===== src/rtl/board_io_pkg.sv =====
// Shared constants for the board input path: register offsets, default
// debounce interval and read-data width.
package board_io_pkg;

  localparam int RD_W             = 32;
  localparam int DEBOUNCE_DEFAULT = 1000000;

  localparam logic [3:0] REG_SW   = 4'h0;
  localparam logic [3:0] REG_KEY  = 4'h4;
  localparam logic [3:0] REG_EVT  = 4'h8;
  localparam logic [3:0] REG_STEP = 4'hC;

  // Byte offsets are word aligned; only bits [3:2] pick the register.
  function automatic logic [1:0] reg_word(input logic [3:0] addr);
    return addr[3:2];
  endfunction

endpackage


===== src/rtl/debounce_bit.sv =====
// One board input bit: 2-flop synchronizer followed by a saturating stability
// counter that only accepts a new level after DEBOUNCE_CYCLES stable samples.
module debounce_bit #(
  parameter int DEBOUNCE_CYCLES = 1000000,
  parameter bit INVERT          = 1'b0
) (
  input  logic clk,
  input  logic reset,
  input  logic raw,
  output logic level
);

  localparam int CW = (DEBOUNCE_CYCLES > 1) ? $clog2(DEBOUNCE_CYCLES) : 1;
  localparam logic [CW-1:0] CNT_MAX = CW'(DEBOUNCE_CYCLES - 1);

  logic          sync_1;
  logic          sync_2;
  logic [CW-1:0] cnt;

  // Polarity is fixed at the synchronizer input so that the reset value 0
  // of both flops always means "inactive" (released, for buttons).
  always_ff @(posedge clk) begin
    if (reset) begin
      sync_1 <= 1'b0;
      sync_2 <= 1'b0;
      cnt    <= '0;
      level  <= 1'b0;
    end else begin
      sync_1 <= raw ^ INVERT;
      sync_2 <= sync_1;
      if (sync_2 == level) begin
        cnt <= '0;
      end else if (cnt == CNT_MAX) begin
        level <= sync_2;
        cnt   <= '0;
      end else begin
        cnt <= cnt + 1'b1;
      end
    end
  end

endmodule


===== src/rtl/board_input_ctrl.sv =====
// Board input wrapper: debounced keys and switches, press pulses, sticky
// press events, single-step counter and a small memory-mapped read port.
module board_input_ctrl
  import board_io_pkg::*;
#(
  parameter int N_KEYS          = 4,
  parameter int N_SW            = 10,
  parameter int DEBOUNCE_CYCLES = DEBOUNCE_DEFAULT,
  parameter int STEP_KEY        = 1
) (
  input  logic              clk,
  input  logic              reset,
  input  logic [N_KEYS-1:0] key_n,
  input  logic [N_SW-1:0]   sw,
  output logic [N_KEYS-1:0] key_level,
  output logic [N_SW-1:0]   sw_level,
  output logic [N_KEYS-1:0] key_press,
  output logic              step_pulse,
  input  logic              rd_en,
  input  logic [3:0]        rd_addr,
  output logic [RD_W-1:0]   rd_data
);

  logic [N_KEYS-1:0] key_level_d;
  logic [N_KEYS-1:0] evt;
  logic [N_KEYS-1:0] evt_clr;
  logic [N_KEYS-1:0] evt_next;
  logic [RD_W-1:0]   step_cnt;
  logic [RD_W-1:0]   rd_mux;
  logic [1:0]        rd_word;
  logic              unused_addr_lsb;

  assign unused_addr_lsb = ^rd_addr[1:0];
  assign rd_word         = reg_word(rd_addr);

  for (genvar i = 0; i < N_KEYS; i++) begin : g_key
    debounce_bit #(
      .DEBOUNCE_CYCLES(DEBOUNCE_CYCLES),
      .INVERT         (1'b1)
    ) u_db (
      .clk  (clk),
      .reset(reset),
      .raw  (key_n[i]),
      .level(key_level[i])
    );
  end

  for (genvar i = 0; i < N_SW; i++) begin : g_sw
    debounce_bit #(
      .DEBOUNCE_CYCLES(DEBOUNCE_CYCLES),
      .INVERT         (1'b0)
    ) u_db (
      .clk  (clk),
      .reset(reset),
      .raw  (sw[i]),
      .level(sw_level[i])
    );
  end

  assign key_press  = key_level & ~key_level_d;
  assign step_pulse = key_press[STEP_KEY];

  always_comb begin
    rd_mux = '0;
    case (rd_word)
      REG_SW[3:2]:  rd_mux[N_SW-1:0]   = sw_level;
      REG_KEY[3:2]: rd_mux[N_KEYS-1:0] = key_level;
      REG_EVT[3:2]: rd_mux[N_KEYS-1:0] = evt;
      default:      rd_mux             = step_cnt;
    endcase
  end

  // A read clears only the bits it returned; a press in the same cycle is
  // OR-ed back in so that event is not lost.
  always_comb begin
    evt_clr = '0;
    if (rd_en && (rd_word == REG_EVT[3:2])) begin
      evt_clr = evt;
    end
    evt_next = (evt & ~evt_clr) | key_press;
  end

  always_ff @(posedge clk) begin
    if (reset) begin
      key_level_d <= '0;
      evt         <= '0;
      step_cnt    <= '0;
      rd_data     <= '0;
    end else begin
      key_level_d <= key_level;
      evt         <= evt_next;
      if (step_pulse) begin
        step_cnt <= step_cnt + 1'b1;
      end
      if (rd_en) begin
        rd_data <= rd_mux;
      end
    end
  end

endmodule

===== config.mk =====
export PLATFORM = sky130hd
export DESIGN_NAME = board_input_ctrl
export DESIGN_NICKNAME = d
export VERILOG_FILES = /design/src/rtl/board_io_pkg.sv /design/src/rtl/debounce_bit.sv /design/src/rtl/board_input_ctrl.sv
export SDC_FILE = /design/constraint.sdc
export NUM_CORES = 1
export LEC_CHECK = 0
export CAP_MARGIN = 5
export CORE_MARGIN = 3
export CORE_UTILIZATION = 65
export CTS_BUF_LIST = sky130_fd_sc_hd__clkbuf_4 sky130_fd_sc_hd__clkbuf_8
export DETAILED_ROUTE_END_ITERATION = 8
export DONT_BUFFER_PORTS = 1
export HOLD_SLACK_MARGIN = 0.05
export PLACE_DENSITY = 0.81
export RECOVER_POWER = 50
export SETUP_SLACK_MARGIN = 0.5
export SYNTH_ARGS = -nofsm -noshare
export SYNTH_HDL_FRONTEND = slang
export SYNTH_HIERARCHICAL = 1
export SYNTH_SLANG_ARGS = --single-unit

===== constraint.sdc =====
create_clock -name clk -period 4.55 [get_ports clk]
set_clock_uncertainty 0.1 [all_clocks]
set_input_delay 0.455 -clock clk [delete_from_list [all_inputs] [get_ports clk]]
set_output_delay 0.455 -clock clk [all_outputs]
set_load 0.01 [all_outputs]

==> impl_metrics.py, run 1 <==
metrics = {
    "setup_path": {
        "startpoint_type": "input pin",
        "critPathArrivalTime_ns": 3.18,
        "cpMaxStageDelayCell": "clkbuf_2",
        "worst_setup_path_end_kind": "flop",
        "path_delay_family": "buffers and inverters",
        "crit_end": "g_sw[6].u_db/cnt[6]",
        "crit_type": "input pin to flop",
        "worst_path_largest_cell_delay_ns": 1.82,
        "r2r_cells": 4,
        "r2r_end": "step_cnt[23]",
        "path_cells": "clkbuf_2 -> nor2_1 -> o21ai_4 -> nor2b_1",
        "path_max_fanout": 127,
        "critical_path.reg2reg.startpoint": "g_key[1].u_db/level",
        "path_depth": 4,
        "reg2reg_slack_ns": 1.90,
        "cp-startpoint": "reset",
        "cp_num_buf_inv": 1,
        "worstPathRequired_ns": 4.87,
    },
    "clock_tree": {
        "clk_pin_slew_worst_paths_ns": 0.06,
        "h-tree-depth": 3,
        "ctsLongestPathBuffers": 3,
        "numCtsBuffers": 66,
        "insertion_delay_ns": 0.59,
        "cts_sinks": 394,
        "root_buffer": "clkbuf_8",
        "cts_tree": "yes",
    },
    "final_layout": {
        "final_common_cell": "dfxtp_1",
        "nNetsFinal": 2032,
        "postLayoutCellArea_um2": 19250,
        "final_cell_mix": "dfxtp_1 (394), nor2_1 (164), xnor2_1 (154)",
        "fill_cells": 1940,
        "syn_to_final_growth_pct": 9.430,
        "num_antenna_cells": 0,
        "drive_gt1_share_pct": 12.04,
        "finalNonFillerCells": 2379,
    },
    "logic_synthesis": {
        "avgSynthCellArea_um2": 8.972,
        "syn_area_um2": 17590,
        "synthFlopType": "dfxtp_1",
        "synth_seq_cells": 394,
        "synth_cell_type_count": 57,
        "async_flop_share_pct": 0,
        "synth_edf_count": 0,
        "synthCells": 1961,
        "synth_seq_area_share_pct": 44.83,
        "synthesis.nets": 1997,
        "yosysWarningCount": 6,
    },
    "timing": {
        "fmax_mhz": 349.7,
        "tightest_slew_ns": 2.667,
        "rsz0062_at_grt": "false",
        "tns_ns": 0,
        "slew_headroom_pct": -77.79,
        "slew_viol_final": 128,
        "final_hold_viol_count": 0,
        "setup_viol": 0,
        "timing.final.crit_share_pct": 62.85,
        "finalCriticalPeriod_ns": 2.860,
    },
    "global_routing": {
        "grt_max_degree": 128,
        "grt_pass1_wl_um": 62000,
        "first_global_vias": 13698,
        "grt_use_total_pct": 25.01,
        "overflow": 0,
        "antenna_found_initial": 1,
    },
    "route": {
        "vias": 14236,
        "first_pass_iters": 5,
        "viasPerCell": 5.984,
        "wl_per_cell_um": 15.37,
        "remaining_drc_errors": 0,
        "postRouteAntennaNets": 0,
        "wl_um": 36570,
        "drtIter0Drc": 1081,
    },
    "placement": {
        "dp_cells": 2241,
        "post_dp_cell_area_um2": 17650,
        "hpwl_um": 23640,
        "port_buffers": 0,
        "gp_congestion": 0.8301,
    },
    "floorplan": {
        "die_w_um": 170.5,
        "core_area_um2": 26350,
        "die_h_um": 170.5,
        "rows": 59,
        "start_util_pct": 66.76,
        "dieArea_um2": 29080,
        "ios": 72,
    },
    "status": {
        "status": "finished with violations",
        "violations": "capacitance limit, slew limit",
    },
    "flow_run": {
        "maxCapViolations": 1,
    },
    "power_and_ir_drop": {
        "power.density_nw_per_um2": 356.5,
        "leakage_nw": 5.514,
        "total_power_mw": 6.864,
        "ir_worst_vdd_mv": 0.3132,
    },
    "min_path": {
        "hp-class": "input pin to flop",
    },
}
## cell usage after synthesis, types with 11 or more instances
library cell	count	area share, %
nor3_1	58	1.6
a21oi_1	140	4.0
xnor2_1	154	7.7
nor2b_1	65	2.3
buf_2	11	0.31
nor2_2	90	3.2
mux2i_1	14	0.80
dfxtp_1	394	45
nand2_1	111	2.4
clkbuf_1	26	0.55
nand3_1	105	3.0
or4_1	82	3.5
nand4_1	59	2.1
xor2_1	33	1.6
inv_1	58	1.2
ha_1	15	1.1
o31ai_1	45	1.9
or3_1	76	2.7
nor2_1	164	3.5
nor4_1	50	1.8
and3_1	12	0.43
o21ai_0	69	2.0
## worst min path at each step
stage / start / endpoint / slack, ns / cells after the start
6_report: reset / g_sw[8].u_db/cnt[18] / 0.09 / 3
5_1_grt: reset / g_sw[8].u_db/cnt[18] / 0.08 / 3
4_1_cts: reset / g_sw[8].u_db/cnt[18] / 0.06 / 3
3_5_place_dp: g_key[0].u_db/sync_1 / g_key[0].u_db/sync_2 / 0.32 / 1
3_3_place_gp: g_sw[7].u_db/sync_1 / g_sw[7].u_db/sync_2 / 0.32 / 1
2_1_floorplan: g_key[0].u_db/sync_1 / g_key[0].u_db/sync_2 / 0.31 / 1
## tightest hold or removal path: cells and delay by family
| kind | cells | cell delay (ns) |
|---|---|---|
| compound gates | 1 | 0.10 |
| mux | 1 | 0.08 |
| simple gates | 1 | 0.06 |
## per-layer routing
metal	track usage [%]	vias to the layer above	wire, µm
met2	42.22	284	17450
li1	-	7108	-
met4	9.489	0	969
met3	5.799	73	2052
met5	0	-	0
met1	31.26	6771	16090
## power breakdown
group | internal [mW] | switching, mW | leakage [nW]
Clock | 1.90 | 1.37 | 0.753
Sequential | 3.47 | 0.0149 | 3.18
Combinational | 0.0351 | 0.0693 | 1.58
## flip-flops by register name (all words and copies together), names as in the netlist, 10 cells and up
signal            count
g_key.u_db/cnt       80
g_sw.u_db/sync_2     10
step_cnt             32
g_sw.u_db/cnt       200
rd_data              32
g_sw.u_db/sync_1     10
g_sw.u_db/level      10
## cell type report
cell class	instances	area [µm²]	area share [%]
Tap cell	335	419.2	2.177
Timing Repair Buffer	26	237.7	1.235
Sequential cell	394	7888	40.97
Inverter	58	217.7	1.131
Multi-Input combinational cell	1450	9071	47.11
Clock inverter	12	101.3	0.5264
Clock buffer	104	1319	6.849
## what timing repair did
item,in CTS,in global routing
gates resized for setup,0,0
hold endpoints to repair,128,0
setup buffers,0,0
hold buffers,21,0
## cells by family after synthesis
family	count (synthesis)	share of synthesized area [%]
mux	19	1.372
buf+inv	117	3.499
fa+ha+maj	15	1.067
compound gates	289	9.735
xor+xnor	187	9.309
simple gates	940	30.19
flops	394	44.83
## through the flow
stage | hold WS [ns] | utilization [%] | worst slack [ns]
final | 0.08971 | 73.06 | 1.690
after global routing | 0.08093 | 73.06 | 1.359
after CTS | 0.05827 | 73.25 | 1.880
after detailed placement | 0.3204 | 66.96 | 1.914
after global placement | 0.3187 | 66.96 | 2.004
after floorplan | 0.3138 | - | 2.497
Note: power is estimated with default switching activity, not from simulation.
==> run 2, diff against run 1 <==
- CORE_UTILIZATION: 65 -> 60
- PLACE_DENSITY: 0.81 -> 0.79
- clock period: 4.55 -> 2.63 ns (I/O delays scaled with it)
==> run 2 against run 1 <==
Effect of this change:
- the flow finishes with violations (hold timing)
- global-route usage decreased by 0.37 points
- critical path type is now flop to flop
- routed wire length increased by 10%
- non-clock buffer count increased by 137
- cell area increased by 8.7%
- sequential power increased by 73%
- clock-buffer cell count increased by 1
- utilization decreased by 0.32 points
- flip-flop and latch count unchanged
==> impl_metrics.py, run 2 (synthesis results as in run 1) <==
metrics = {
    "clock_tree": {
        "root_buffer": "clkbuf_8",
        "numCtsBuffers": 67,
        "clk_pin_slew_worst_paths_ns": 0.06,
        "cts_sinks": 394,
        "cts_hold_buf": 114,
        "h-tree-depth": 3,
        "insertion_delay_ns": 0.58,
        "ctsLongestPathBuffers": 3,
        "cts_tree": "yes",
    },
    "timing": {
        "setup_viol": 0,
        "fmax_mhz": 429.2,
        "tns_ns": 0,
        "slew_headroom_pct": 35.41,
        "slew_viol_final": 0,
        "rsz0062_at_grt": "true",
        "whs_ns": -0.3475,
        "final_hold_viol_count": 33,
        "finalCriticalPeriod_ns": 2.330,
        "timing.final.crit_share_pct": 88.59,
        "setup_ws_ns": 0.3001,
        "tightest_slew_ns": 0.9689,
    },
    "route": {
        "drtIter0Drc": 893,
        "wl_um": 40240,
        "first_pass_iters": 5,
        "remaining_drc_errors": 0,
        "viasPerCell": 5.836,
        "postRouteAntennaNets": 0,
        "wl_per_cell_um": 15.71,
        "vias": 14953,
    },
    "placement": {
        "post-place-ws_ns": 0.3223,
        "hpwl_um": 24020,
        "port_buffers": 0,
        "gp_congestion": 0.8161,
    },
    "final_layout": {
        "final_common_cell": "dfxtp_1",
        "num_antenna_cells": 0,
        "largest_register": "g_sw.u_db/cnt",
        "syn_to_final_growth_pct": 18.97,
        "final_cell_mix": "dfxtp_1 (362), nor2_1 (165), xnor2_1 (154)",
        "top_regs": "g_sw.u_db/cnt (200), g_key.u_db/cnt (80)",
        "drive_gt1_share_pct": 15.56,
        "largest_reg_flops": 200,
        "fill_cells": 2019,
        "nNetsFinal": 2170,
    },
    "global_routing": {
        "overflow": 0,
        "grt_pass1_wl_um": 66040,
        "grt_max_degree": 144,
        "antenna_found_initial": 0,
        "first_global_vias": 14475,
        "grt_use_total_pct": 24.64,
    },
    "status": {
        "violations": "hold timing",
        "status": "finished with violations",
    },
    "floorplan": {
        "die_w_um": 177.2,
        "die_h_um": 177.2,
        "start_util_pct": 61.13,
        "core_area_um2": 28780,
        "ios": 72,
        "dieArea_um2": 31410,
        "rows": 62,
    },
    "min_path": {
        "worstHoldStart": "reset",
        "hp-class": "input pin to flop",
    },
    "setup_path": {
        "crit_end": "step_cnt[28]",
        "reg2reg_slack_ns": 0.30,
        "r2r_cells": 6,
        "worstPathRequired_ns": 3.03,
        "critPathArrivalTime_ns": 2.73,
        "critical_path.reg2reg.startpoint": "step_cnt[0]",
        "crit_type": "flop to flop",
        "cp-startpoint": "step_cnt[0]",
        "worst_setup_path_end_kind": "flop",
        "r2r_end": "step_cnt[28]",
        "startpoint_type": "flop",
        "path_max_fanout": 10,
    },
    "flow_run": {
        "maxCapViolations": 0,
    },
    "power_and_ir_drop": {
        "leakage_nw": 6.437,
        "power.density_nw_per_um2": 562.3,
        "ir_worst_vdd_mv": 0.3855,
    },
}
[run 2: cell types whose count changed in the layout (fill, tap and decap cells not counted), sizes merged]
cell         before  now
bufinv            1    0
clkinvlp          2    1
clkbuf          109  125
clkinv            6    4
buf               2   30
dlygate4sd3      19  113
[run 2: repair_timing]
action | in CTS | in global routing
pin swaps | 1 | 28
endpoints found under the hold margin | 339 | 38
setup buffers | 0 | 11
cloned | 0 | 11
endpoints found under the setup margin | 128 | 188
gates resized for setup | 25 | 89
[run 2: worst min path at each step]
stage	endpoint	slack, ns	cells past startpoint
floorplan	g_key[0].u_db/sync_1	0.23	1
global placement	g_key[1].u_db/sync_1	0.23	1
detailed placement	g_key[3].u_db/sync_1	0.23	1
CTS	g_sw[7].u_db/level	-0.38	1
global route	g_key[3].u_db/level	-0.36	1
finish	g_sw[7].u_db/level	-0.35	1
[run 2: where the power goes]
group / switching, mW / leakage, nW / internal [mW]
Clock: 2.39 / 0.725 / 3.13
Sequential: 0.0249 / 3.20 / 6.00
Combinational: 0.101 / 2.52 / 0.114
[run 2: critical path: stages (launching register included)]
cell and delay, ns:
dfxtp_1 0.42, ha_2 0.19, nand3b_1 0.20, or4_1 0.54
buf_12 0.18, or4_1 0.49, a21oi_2 0.15
[run 2: area by class of cell]
cell class                 instances  area, µm²  share of cell area, %
sequential                       394       7933                  37.90
multi-input combinational       1450       9188                  43.89
inverter                          58      217.7                  1.040
timing repair buffer             163       1759                  8.404
clock inverter                     8      53.80                 0.2570
clock buffer                     105       1301                  6.216
tap                              384      480.5                  2.295
[run 2: metal layers]
| metal | wire length [µm] | vias up | GRT usage (%) |
|---|---|---|---|
| li1 | - | 7380 | - |
| met1 | 16830 | 7107 | 29.58 |
| met2 | 19730 | 359 | 42.31 |
| met3 | 2393 | 107 | 6.199 |
| met4 | 1276 | 0 | 9.853 |
| met5 | 0 | - | 0 |
[run 2: metrics by stage]
step	power, mW	instance area (µm²)	instances	hold slack, ns	util, %
global route	12.19	20930	2562	-0.3551	72.73
global placement	6.269	17880	2313	0.2310	62.13
CTS	11.86	20460	2540	-0.3788	71.10
finish	11.77	20930	2562	-0.3475	72.73
detailed placement	6.273	17880	2313	0.2322	62.13
floorplan	6.275	17590	1961	0.2297	-
==> run 3, diff against run 2 <==
- CAP_MARGIN: 5 -> 20
- TNS_END_PERCENT: default -> 50
==> run 3 against run 2 <==
Effect of this change:
- the flow now finishes without violations
- sequential share of layout area grew 1.2 points
- clock power is essentially flat
- die area is the same
- worst setup slack gained 0.021 ns
- non-clock buffer count shrank 59
- register-to-register slack gained 0.02 ns
- via count shrank 1.3%
- global-route usage shrank 0.65 points
- utilization shrank 2.2 points
- clock-buffer cell count is the same
- cell area shrank 3.1%
==> impl_metrics.py, run 3 (synthesis results as in run 1) <==
metrics = {
    "route": {
        "postRouteAntennaNets": 0,
        "first_pass_iters": 5,
        "vias": 14764,
        "wl_per_cell_um": 15.61,
        "viasPerCell": 5.899,
        "wl_um": 39070,
        "remaining_drc_errors": 0,
        "drtIter0Drc": 964,
    },
    "clock_tree": {
        "root_buffer": "clkbuf_8",
        "h-tree-depth": 3,
        "clk_pin_slew_worst_paths_ns": 0.06,
        "numCtsBuffers": 67,
        "insertion_delay_ns": 0.58,
        "cts_tree": "yes",
        "ctsLongestPathBuffers": 3,
        "cts_sinks": 394,
    },
    "floorplan": {
        "die_w_um": 177.2,
        "rows": 62,
        "start_util_pct": 61.13,
        "ios": 72,
        "dieArea_um2": 31410,
        "core_area_um2": 28780,
        "die_h_um": 177.2,
    },
    "placement": {
        "port_buffers": 0,
        "gp_congestion": 0.8161,
        "post_dp_cell_area_um2": 17880,
        "hpwl_um": 24020,
    },
    "global_routing": {
        "overflow": 0,
        "grt_pass1_wl_um": 64040,
        "grt_max_degree": 106,
        "antenna_found_initial": 0,
        "first_global_vias": 13997,
        "grt_use_total_pct": 23.99,
    },
    "min_path": {
        "worstHoldStart": "reset",
        "min_path_cells": 2,
        "min_to": "g_key[3].u_db/sync_2",
        "hp-class": "input pin to flop",
    },
    "timing": {
        "fmax_mhz": 433.1,
        "slew_viol_final": 0,
        "slew_headroom_pct": 13.94,
        "tightest_slew_ns": 1.291,
        "finalCriticalPeriod_ns": 2.309,
        "setup_viol": 0,
        "rsz0062_at_grt": "true",
        "timing.final.crit_share_pct": 87.79,
        "tns_ns": 0,
        "final_hold_viol_count": 0,
    },
    "final_layout": {
        "num_antenna_cells": 0,
        "fill_cells": 2146,
        "nNetsFinal": 2111,
        "largest_register": "g_sw.u_db/cnt",
        "drive_gt1_share_pct": 15.81,
        "final_cell_mix": "dfxtp_1 (369), nor2_1 (172), xnor2_1 (154)",
        "postLayoutCellArea_um2": 20290,
        "largest_reg_flops": 200,
        "top_regs": "g_sw.u_db/cnt (200), g_key.u_db/cnt (80)",
        "final_common_cell": "dfxtp_1",
        "syn_to_final_growth_pct": 15.32,
    },
    "setup_path": {
        "path_max_fanout": 7,
        "r2r_cells": 6,
        "critical_path.reg2reg.startpoint": "g_key[1].u_db/level",
        "reg2reg_slack_ns": 0.32,
        "r2r_end": "step_cnt[23]",
        "critPathArrivalTime_ns": 2.61,
        "startpoint_type": "flop",
        "worst_setup_path_end_kind": "flop",
        "worstPathRequired_ns": 2.93,
        "crit_type": "flop to flop",
    },
    "status": {
        "status": "completed",
    },
    "power_and_ir_drop": {
        "power.density_nw_per_um2": 578.9,
        "leakage_nw": 6.097,
        "ir_worst_vdd_mv": 0.3967,
    },
    "flow_run": {
        "maxCapViolations": 0,
    },
}
-- run 3: cell count changes in the layout (fill, tap and decap cells not counted), sizes merged --
| cell | delta |
|---|---|
| clkbuf | -6 |
| buf | +6 |
| dlygate4sd3 | -59 |
-- run 3: layout make-up --
cell class,instances,area (µm²),area share [%]
clock buffer,105,1301,6.413
timing repair buffer,104,1129,5.562
inverter,58,217.7,1.073
multi-input combinational,1450,9183,45.26
sequential,394,7926,39.06
tap,384,480.5,2.368
clock inverter,8,53.80,0.2652
-- run 3: per-stage QoR --
stage	power [mW]	utilization, %	std cells	hold WS [ns]	worst slack (ns)
4_1_cts	11.88	69.12	2482	0.1614	0.4812
5_1_grt	12.19	70.50	2503	0.1735	0.2534
2_1_floorplan	6.275	-	1961	0.2297	0.5765
3_3_place_gp	6.269	62.13	2313	0.2310	0.3562
6_report	11.75	70.50	2503	0.1983	0.3211
3_5_place_dp	6.273	62.13	2313	0.2322	0.3223
-- run 3: power breakdown --
part | switching (mW) | internal, mW | total [mW]
sequential | 0.0251 | 6.00 | 6.02
combinational | 0.126 | 0.0955 | 0.222
clock | 2.37 | 3.13 | 5.50
total | 2.52 | 9.23 | 11.7
-- run 3: repair_timing --
item	in CTS	in global routing
buffers inserted	0	13
cloned	0	8
hold buffers	56	0
endpoints found under the setup margin	128	194
pin swaps	1	22
resized for setup	23	73
hold endpoints to repair	339	0
-- run 3: routing by layer --
metal | part of all wire, % | global-route usage [%] | wire length (µm) | vias to the layer above
met5 | 0 | 0 | 0 | -
met4 | 3.2 | 10.05 | 1266 | 0
met1 | 43 | 29.40 | 16690 | 7019
met2 | 48 | 40.58 | 18880 | 356
met3 | 5.7 | 5.598 | 2234 | 110
li1 | - | - | - | 7279
-- run 3: how the worst max path moves through the flow --
stage                          from               endpoint  slack [ns]  cells past startpoint
2_1_floorplan  g_sw[0].u_db/cnt[10]    g_sw[0].u_db/cnt[5]        0.58                      5
3_3_place_gp            step_cnt[6]           step_cnt[25]        0.36                      5
3_5_place_dp            step_cnt[6]           step_cnt[25]        0.32                      5
4_1_cts        g_key[1].u_db/cnt[0]  g_key[1].u_db/cnt[18]        0.48                      5
5_1_grt                 step_cnt[2]            step_cnt[9]        0.25                      6
6_report        g_key[1].u_db/level           step_cnt[23]        0.32                      6
-- run 3: worst max-delay path: stages (launching register included) --
cell      delay, ns
dfxtp_1        0.47
nand4b_1       0.23
or4_4          0.65
buf_6          0.16
buf_4          0.13
o31ai_1        0.31
a21oi_2        0.09
